--- config.mk ---
export PLATFORM = sky130hd
export DESIGN_NAME = seq_window_comparator_flat
export DESIGN_NICKNAME = d
export VERILOG_FILES = /design/src/rtl/seq_window_comparator_if.sv /design/src/rtl/seq_window_comparator.sv /design/src/flat_wrapper.sv
export SDC_FILE = /design/constraint.sdc
export NUM_CORES = 1
export LEC_CHECK = 0
export CELL_PAD_IN_SITES_DETAIL_PLACEMENT = 1
export CELL_PAD_IN_SITES_GLOBAL_PLACEMENT = 2
export CORE_MARGIN = 8
export CORE_UTILIZATION = 21
export CTS_CLUSTER_SIZE = 8
export DETAILED_ROUTE_END_ITERATION = 16
export PLACE_DENSITY = 0.88
export SYNTH_ARGS = -nofsm -noshare
export SYNTH_HDL_FRONTEND = slang
export SYNTH_SLANG_ARGS = --single-unit
export TNS_END_PERCENT = 100
--- constraint.sdc ---
create_clock -name clk -period 1.86 [get_ports clk]
set_clock_uncertainty 0.15 [all_clocks]
set_input_delay 0.465 -clock clk [delete_from_list [all_inputs] [get_ports clk]]
set_output_delay 0.465 -clock clk [all_outputs]
set_load 0.01 [all_outputs]
--- src/rtl/seq_window_comparator_if.sv ---
// Sample/result bus for seq_window_comparator.
// master: the side that supplies samples and consumes results.
// slave:  the comparator itself.
interface seq_window_comparator_if #(
  parameter int unsigned N = 8
);
  logic         in_valid;
  logic         in_ready;
  logic [N-1:0] a;
  logic [N-1:0] b;
  logic [N-1:0] lo;
  logic [N-1:0] hi;
  logic         out_valid;
  logic         out_ready;
  logic         equal;
  logic         greater;
  logic         less;
  logic         in_win;
  logic         alarm;
  logic [15:0]  evt_cnt;

  modport master (
    output in_valid, a, b, lo, hi, out_ready,
    input  in_ready, out_valid, equal, greater, less, in_win, alarm, evt_cnt
  );

  modport slave (
    input  in_valid, a, b, lo, hi, out_ready,
    output in_ready, out_valid, equal, greater, less, in_win, alarm, evt_cnt
  );
endinterface

--- src/rtl/seq_window_comparator.sv ---
// Registered magnitude/window comparator with a debounced out-of-window alarm.
// One-deep result stage with valid/ready flow control, 1-cycle latency.
// Optional macro SEQ_WINDOW_CMP_EVT_CNT_EN enables the 16-bit alarm-raise event
// counter; when undefined evt_cnt is tied to zero.
module seq_window_comparator #(
  parameter int unsigned N      = 8,
  parameter int unsigned DEB    = 4,
  parameter int unsigned SIGNED = 0
) (
  input logic                    clk,
  input logic                    rst,
  seq_window_comparator_if.slave bus
);

  localparam int unsigned CW = (DEB < 2) ? 1 : $clog2(DEB + 1);
  localparam logic [CW-1:0] DebC = CW'(DEB);
  localparam logic SignExt = (SIGNED != 0);

  typedef enum logic [1:0] {StIdle, StArming, StAlarm, StClearing} state_e;

  state_e        state_q, state_d;
  logic [CW-1:0] cnt_q, cnt_d, cnt_inc;

  logic out_valid_q;
  logic equal_q, greater_q, less_q, in_win_q;

  logic accept;
  logic signed [N:0] a_x, b_x, lo_x, hi_x;
  logic equal_d, greater_d, less_d, in_win_d;

  // Widen by one bit so a single signed compare serves both signedness modes.
  always_comb begin
    a_x  = {SignExt & bus.a[N-1],  bus.a};
    b_x  = {SignExt & bus.b[N-1],  bus.b};
    lo_x = {SignExt & bus.lo[N-1], bus.lo};
    hi_x = {SignExt & bus.hi[N-1], bus.hi};
    equal_d   = (a_x == b_x);
    greater_d = (a_x > b_x);
    less_d    = (a_x < b_x);
    // An inverted window (lo > hi) never contains a sample.
    in_win_d  = (lo_x <= hi_x) && (lo_x <= a_x) && (a_x <= hi_x);
  end

  // Handshake: a new sample is taken whenever the result slot is free or draining.
  always_comb begin
    bus.in_ready = !rst && (!out_valid_q || bus.out_ready);
    accept       = bus.in_valid && bus.in_ready;
  end

  // Result stage: capture on accept, drop valid once consumed with nothing new.
  always_ff @(posedge clk) begin
    if (rst) begin
      out_valid_q <= 1'b0;
      equal_q     <= 1'b0;
      greater_q   <= 1'b0;
      less_q      <= 1'b0;
      in_win_q    <= 1'b0;
    end else if (accept) begin
      out_valid_q <= 1'b1;
      equal_q     <= equal_d;
      greater_q   <= greater_d;
      less_q      <= less_d;
      in_win_q    <= in_win_d;
    end else if (out_valid_q && bus.out_ready) begin
      out_valid_q <= 1'b0;
    end
  end

  // Debounce next-state: only accepted samples move the FSM.
  always_comb begin
    state_d = state_q;
    cnt_d   = cnt_q;
    cnt_inc = cnt_q + 1'b1;
    if (accept) begin
      unique case (state_q)
        StIdle, StArming: begin
          if (!in_win_d) begin
            if (cnt_inc == DebC) begin
              state_d = StAlarm;
              cnt_d   = '0;
            end else begin
              state_d = StArming;
              cnt_d   = cnt_inc;
            end
          end else begin
            state_d = StIdle;
            cnt_d   = '0;
          end
        end
        StAlarm, StClearing: begin
          if (in_win_d) begin
            if (cnt_inc == DebC) begin
              state_d = StIdle;
              cnt_d   = '0;
            end else begin
              state_d = StClearing;
              cnt_d   = cnt_inc;
            end
          end else begin
            state_d = StAlarm;
            cnt_d   = '0;
          end
        end
        default: begin
          state_d = StIdle;
          cnt_d   = '0;
        end
      endcase
    end
  end

  // Debounce state register.
  always_ff @(posedge clk) begin
    if (rst) begin
      state_q <= StIdle;
      cnt_q   <= '0;
    end else begin
      state_q <= state_d;
      cnt_q   <= cnt_d;
    end
  end

`ifdef SEQ_WINDOW_CMP_EVT_CNT_EN
  logic [15:0] evt_q;
  logic        raise;

  // A raise is entry into StAlarm from the quiet side; re-entry from StClearing is not.
  always_comb begin
    raise = accept && (state_d == StAlarm) &&
            ((state_q == StIdle) || (state_q == StArming));
  end

  // Saturating alarm-raise counter.
  always_ff @(posedge clk) begin
    if (rst) begin
      evt_q <= '0;
    end else if (raise && (evt_q != 16'hFFFF)) begin
      evt_q <= evt_q + 16'd1;
    end
  end

  assign bus.evt_cnt = evt_q;
`else
  assign bus.evt_cnt = '0;
`endif

  // Registered outputs; alarm follows the FSM, which only moves on accept.
  always_comb begin
    bus.out_valid = out_valid_q;
    bus.equal     = equal_q;
    bus.greater   = greater_q;
    bus.less      = less_q;
    bus.in_win    = in_win_q;
    bus.alarm     = (state_q == StAlarm) || (state_q == StClearing);
  end

endmodule

--- src/flat_wrapper.sv ---
// flat-port wrapper written by rule: the top's interface ports become plain ports
module seq_window_comparator_flat 
#(
  parameter int unsigned N      = 8,
  parameter int unsigned DEB    = 4,
  parameter int unsigned SIGNED = 0
)
  (clk, rst, bus_in_valid, bus_a, bus_b, bus_lo, bus_hi, bus_out_ready, bus_in_ready, bus_out_valid, bus_equal, bus_greater, bus_less, bus_in_win, bus_alarm, bus_evt_cnt);
  seq_window_comparator_if #(.N(N)) bus_i ();
  input logic clk;
  input logic rst;
  input wire logic [$bits(bus_i.in_valid)-1:0] bus_in_valid;
  input wire logic [$bits(bus_i.a)-1:0] bus_a;
  input wire logic [$bits(bus_i.b)-1:0] bus_b;
  input wire logic [$bits(bus_i.lo)-1:0] bus_lo;
  input wire logic [$bits(bus_i.hi)-1:0] bus_hi;
  input wire logic [$bits(bus_i.out_ready)-1:0] bus_out_ready;
  output wire logic [$bits(bus_i.in_ready)-1:0] bus_in_ready;
  output wire logic [$bits(bus_i.out_valid)-1:0] bus_out_valid;
  output wire logic [$bits(bus_i.equal)-1:0] bus_equal;
  output wire logic [$bits(bus_i.greater)-1:0] bus_greater;
  output wire logic [$bits(bus_i.less)-1:0] bus_less;
  output wire logic [$bits(bus_i.in_win)-1:0] bus_in_win;
  output wire logic [$bits(bus_i.alarm)-1:0] bus_alarm;
  output wire logic [$bits(bus_i.evt_cnt)-1:0] bus_evt_cnt;
  assign bus_i.in_valid = bus_in_valid;
  assign bus_i.a = bus_a;
  assign bus_i.b = bus_b;
  assign bus_i.lo = bus_lo;
  assign bus_i.hi = bus_hi;
  assign bus_i.out_ready = bus_out_ready;
  assign bus_in_ready = bus_i.in_ready;
  assign bus_out_valid = bus_i.out_valid;
  assign bus_equal = bus_i.equal;
  assign bus_greater = bus_i.greater;
  assign bus_less = bus_i.less;
  assign bus_in_win = bus_i.in_win;
  assign bus_alarm = bus_i.alarm;
  assign bus_evt_cnt = bus_i.evt_cnt;
  seq_window_comparator #(.N(N), .DEB(DEB), .SIGNED(SIGNED)) u_core (.clk(clk), .rst(rst), .bus(bus_i));
endmodule
# [Word level (Yosys, flattened, before mapping)]
# Cells that the tools add are included.
[totals] elab_cells=42 in_bits=36 out_inout_bits=23 regBits=10
[classes] reduce_logical=13 add_sub_neg=1 eq_ne=5 mux=11 n_lt_le_gt_ge=5
[op_table] op="$le A8 B8 Y1" n=3
[op_table] op="$mux W3" n=3
[op_table] op="$eq A8 B8 Y1" n=1
[op_table] op="$gt A8 B8 Y1" n=1
[op_table] op="$lt A8 B8 Y1" n=1
[op_table] op="$mux W2" n=4
[op_table] op="$pmux W3 S2" n=1
[op_table] op="$logic_and A1 B1 Y1" n=5
[op_table] op="$eq A2 B2 Y1 const B" n=2
[op_table] op="$pmux W2 S2" n=1
[op_table] op="$reduce_or A2 Y1" n=2
[op_table] op="$add A3 B1 Y3 const B" n=1
[op_table] op="$eq A3 B3 Y1 const B" n=1
[op_table] op="$eq A2 B1 Y1 const B" n=1
[op_table] op="$logic_not A1 Y1" n=2
[op_table] op="$logic_not A2 Y1" n=1
[op_table] op="$logic_or A1 B1 Y1" n=2
[op_table] op="$mux W1" n=2
[op_table] op="$reduce_bool A2 Y1" n=1

# [Logic depth before layout (Yosys ltp)]
# Gate-level depths: netlist of run 1.
[logic_depth] depth_word=5 ltp_mapped=9 ltp_nobuf=9

# [Worst setup path before layout of run 1]
# No wires, ideal clock.
[synth_timing] path_type="input to register" from="input bus_hi[1]" to="register u_core.cnt_q[1]" setup_slack_ns=-0.144 t_required_ns=1.593 arrival_ns=1.737 n_path_buf=0 setup_time_ns=0.117 stages=9 cell_sequence="inv_1 -> ha_1 -> nor2b_4 -> o211ai_2 -> a21oi_1 -> o22ai_2 -> nand3_2 -> xor2_2 -> a32o_1"
[synth_via] elab_chain_len=5 word_cells_on_any_way=7 classes_between="order compare: 2; mux: 3; reduce/logical: 2"
[synth_rtl] element="from (decl)" line="flat_wrapper.sv:16" rtl="input wire logic [$bits(bus_i.hi)-1:0] bus_hi;"
[synth_rtl] element="$le A8 B8 Y1" line="seq_window_comparator.sv:41" rtl="in_win_d = (lo_x <= hi_x) && (lo_x <= a_x) && (a_x <= hi_x);"
[synth_rtl] element="$logic_and A1 B1 Y1" line="seq_window_comparator.sv:41"
[synth_rtl] element="$logic_and A1 B1 Y1 (*)" line="seq_window_comparator.sv:41"
[synth_rtl] element="$mux W3, on equally long branches" line="seq_window_comparator.sv:91, seq_window_comparator.sv:77"
[synth_rtl] element="$pmux W3 S2 (*)" line="seq_window_comparator.sv:75" rtl="unique case (state_q)"
[synth_rtl] element="to (signal assigned)" line="seq_window_comparator.sv:119" rtl="cnt_q <= cnt_d;"
[synth_rtl] element="to (decl)" line="seq_window_comparator.sv:22" rtl="logic [CW-1:0] cnt_q, cnt_d, cnt_inc;"
# Mark *: on every way between the ends. The rest lies on a longest branch, timed or not.
# A chain may end at the register's enable or synchronous reset.

# [Final worst setup path of run 1]
[layout_timing] from="input bus_lo[2]" to="register u_core.cnt_q[0]"
[layout_via] elab_chain_len=5 word_cells_on_any_way=7 classes_between="order compare: 2; mux: 3; reduce/logical: 2"
[layout_rtl] element="from (decl)" line="flat_wrapper.sv:15" rtl="input wire logic [$bits(bus_i.lo)-1:0] bus_lo;"
[layout_rtl] element="$le A8 B8 Y1" line="seq_window_comparator.sv:41"
[layout_rtl] element="$logic_and A1 B1 Y1 (*) (2 in a row)" line="seq_window_comparator.sv:41"
[layout_rtl] element="$mux W3, on equally long branches" line="seq_window_comparator.sv:91, seq_window_comparator.sv:77"
[layout_rtl] element="$pmux W3 S2 (*)" line="seq_window_comparator.sv:75"
# Marks and branches as above.

==> summary.md, run 1 <==
| Metric | Value |
|---|---|
| Final core occ | 36.9% |
| Yosys reg bits | 9 |
| Maximum VDD drop | 0.000188 V |
| Total number of vias | 1291 |
| CTS Hold Buffers Added | 0 |
| TritonCTS clock tree | done |
| Die area | 9160 µm² |
| Initial antenna violation count | 0 |
| Fin crit period | 1.95 ns |
| Power, Total | 0.000939 W |
| Layout cell share with drive strength beyond 1 | 54.1% |
| Flop2flop setup slack | 0.33 ns |
| H-tree depth | 1 |
| Syn Std Cell Area | 1330 µm² |
| Hold Path Class | reg -> reg |
| Startpoint Class | input port |
| I/O pin count | 59 |
| Leak pwr | 0.962 nW |
| Mapped Cells | 164 |
| Drt total wl | 4.27 mm |
| Clock power frac | 25.2% |
| Dpl cell area | 1950 µm² |
| Critical path type | in -> reg |
| Setup WS post-layout | -0.0871 ns |
| Final worst-path cycle share | 105% |
| Yosys warning total | 0 |
| DR DRC count | 0 |
| CP max stage cell | ha_4 |
| Critical Path Sink Type | flip-flop |
| CTS Buf Count | 3 |
| Die Ht | 95.7 µm |
| Vias in the first global route | 1540 |
| Sink Count | 9 |
| Pwr/cell area | 408 nW/µm² |
| Longest Clk Path Bufs | 2 |
| Status | complete, but fails checks |
| Final hold vios | 0 |
| Max Cap Viol | 0 |
| Root Buffer | clkbuf_8 |
| Wire per inst | 14.4 µm |
| Worst path cell trace | clkdlybuf4s15_1, ha_4, nand4_1, o22ai_2, nand3_2, xor2_2, a22o_2 |
| Vias/cell | 4.35 |
| Max incr delay on CP | 0.31 ns |
| Net Sw Frac | 35.4% |
| Core region area | 6240 µm² |
| Data required, critical path | 1.84 ns |
| Layout Nets | 291 |
| Pre-CTS WS | -0.836 ns |
| Syn Area/Cell | 8.13 µm² |
| Worst-Skew Late Latency | 0.24 ns |
| Finished Cell Area | 2300 µm² |
| Gate power share | 52.0% |
| Fmax | 0.514 GHz |
| Post-DP HPWL | 3.54 mm |
| P&R area growth vs syn | 72.8% |
| Slew Viols, Final | 0 |
| Netlist cell types | 33 |
| PortBufs | 42 |
| Ant diodes | 0 |
| Critical path arrival | 1.93 ns |
| Die X | 95.7 µm |
| Worst r2r src | u_core.cnt_q[0] |
| Psw | 0.000332 W |
| RSZ-0062 raised after global routing | yes |
| Final ANT Viol Nets | 0 |
| Final setup violation count | 3 |
| Clock-pin slew on the worst setup and hold paths | 0.05 ns |
| Gr ovfl total | 0 |
| Failing checks | negative setup slack |
| Initial core utilization | 21.4% |
| GPL Wtd Cong | 0.793 |
| Worst Setup SP | bus_lo[2] |
| Register area share after synthesis | 13.5% |
| Pint | 0.000607 W |
| First-pass GRT wire length | 7.10 mm |
| Sequential Power Share | 22.7% |
| Worst hold path startpoint | u_core.bus.equal |
| Largest net degree at the start of global routing | 9 |
| CP max FO | 3 |
| Hold_ws | 0.325 ns |
| Row Count | 29 |
| Initial DRC Count | 26 |
| All-Layer GR Usage | 9.65% |
| Pre-antenna DRT Iters | 3 |
-- synthesized netlist by cell type --
library cell	count	area share [%]
ha_1	34	32
inv_1	23	6.5
buf_4	16	9.0
a21oi_1	15	5.6
nand2_1	12	3.4
dfxtp_1	9	14
nor2_1	8	2.3
o21ai_0	7	2.6
nand4_1	6	2.8
nor2b_4	3	3.1
o211ai_2	3	2.8
o22ai_2	3	2.8
buf_2	2	0.75
nand3b_1	2	1.1
nor2b_1	2	0.94
nor3_1	2	0.75
a211oi_1	1	0.56
a21oi_2	1	0.66
a22o_2	1	0.75
a22oi_1	1	0.56
a31oi_1	1	0.47
a32o_1	1	0.75
a32oi_1	1	0.66
and2_1	1	0.47
clkbuf_1	1	0.28
conb_1	1	0.28
nand3_2	1	0.75
nor2_2	1	0.47
nor4_1	1	0.47
o21a_1	1	0.56
o21bai_1	1	0.56
xor2_1	1	0.66
xor2_2	1	1.2
-- metal layers --
layer	vias to the layer above	global-route usage, %	part of all wire [%]
li1	650	-	-
met1	601	10.6	42
met2	35	18.5	51
met3	5	1.48	5.3
met4	0	2.69	1.3
met5	-	0	0
-- power by group through the flow --
stage                     Clock [W]  Sequential, W  Combinational [W]
after floorplan                   0       0.000218           0.000232
after global placement            0       0.000217           0.000378
after CTS                  0.000241       0.000214           0.000475
after detailed placement          0       0.000217           0.000393
final                      0.000237       0.000214           0.000489
after global routing       0.000247       0.000215           0.000542
-- critical path: cells and delay by family --
family	cells	cell delay, ns
xor+xnor	1	0.21
buf+inv	1	0.25
compound gates	2	0.47
simple gates	2	0.23
fa+ha+maj	1	0.31
-- metrics by stage --
| stage | setup TNS (ns) | cells |
|---|---|---|
| 6_report | -0.167 | 297 |
| 5_1_grt | -0.393 | 297 |
| 4_1_cts | -0.0977 | 298 |
| 3_5_place_dp | -6.24 | 294 |
| 3_3_place_gp | -6.06 | 294 |
| 2_1_floorplan | -0.212 | 179 |
-- logic make-up (layout without fill, tap and decap cells) --
logic type | count (synthesis) | in the layout | share of synthesized area [%]
buffers and inverters | 42 | 83 | 16.5
and+or+nand+nor | 39 | 39 | 16.5
AOI/OAI and AO/OA | 37 | 37 | 19.4
adders and majority gates | 34 | 34 | 31.9
DFF | 9 | 9 | 13.5
xor gates and xnor gates | 2 | 2 | 1.88
other | 1 | 16 | 0.281
-- worst paths after layout --
kind                            to  depth (start not counted)
hold reg to reg   u_core.bus.equal                          2
setup / recovery   u_core.cnt_q[0]                          7
setup reg to reg   u_core.cnt_q[0]                          6
hold / removal    u_core.bus.equal                          2
-- timing repair --
action,in CTS,in global routing
endpoints found under the hold margin,0,0
endpoints found under the setup margin,10,6
gates resized for setup,145,31
buffers inserted,1,0
pin swaps,53,27
-- cells in the final DEF, fill, tap and decap left out, types with 3 or more instances in the layout --
| master | instances |
|---|---|
| ha_4 | 25 |
| conb_1 | 16 |
| inv_2 | 14 |
| buf_4 | 14 |
| a21oi_2 | 11 |
| nand2_1 | 9 |
| buf_2 | 9 |
| dlygate4sd2_1 | 9 |
| clkdlybuf4s50_1 | 8 |
| dfxtp_1 | 8 |
| nor2_1 | 7 |
| ha_1 | 7 |
| inv_1 | 6 |
| nand4_1 | 6 |
| a21oi_1 | 5 |
| clkdlybuf4s15_1 | 5 |
| clkbuf_2 | 5 |
| nor2b_4 | 4 |
| buf_6 | 4 |
| o21ai_1 | 3 |
| o211ai_2 | 3 |
| o22ai_2 | 3 |
| o21ai_0 | 3 |
| clkbuf_8 | 3 |
-- flip-flops by register name, summed over array words and instances (netlist names) --
| register | flops |
|---|---|
| u_core.cnt_q | 3 |
| u_core.bus.equal | 1 |
| u_core.bus.greater | 1 |
| u_core.bus.in_win | 1 |
| u_core.bus.less | 1 |
| u_core.bus.out_valid | 1 |
| u_core.state_q | 1 |
-- area by class of cell --
type,count,area [µm²]
fillers,731,3940
multi-input cells,128,1420
repair buffers,56,455
flip-flops and latches,9,181
inverters,23,109
well taps,77,96.3
clock buffers,4,45.0
No activity file was read; power rests on OpenSTA's default activity.
==> inputs of run 2 (changes only) <==
--- a/config.mk
+++ b/config.mk
@@ -5,6 +5,7 @@
 export SDC_FILE = /design/constraint.sdc
 export NUM_CORES = 1
 export LEC_CHECK = 0
+export ABC_CLOCK_PERIOD_IN_PS = 1860
 export CELL_PAD_IN_SITES_DETAIL_PLACEMENT = 1
 export CELL_PAD_IN_SITES_GLOBAL_PLACEMENT = 2
 export CORE_MARGIN = 8
==> results of run 2 <==
Same layout as run 1: the final DEF is identical, and so are final timing and power.
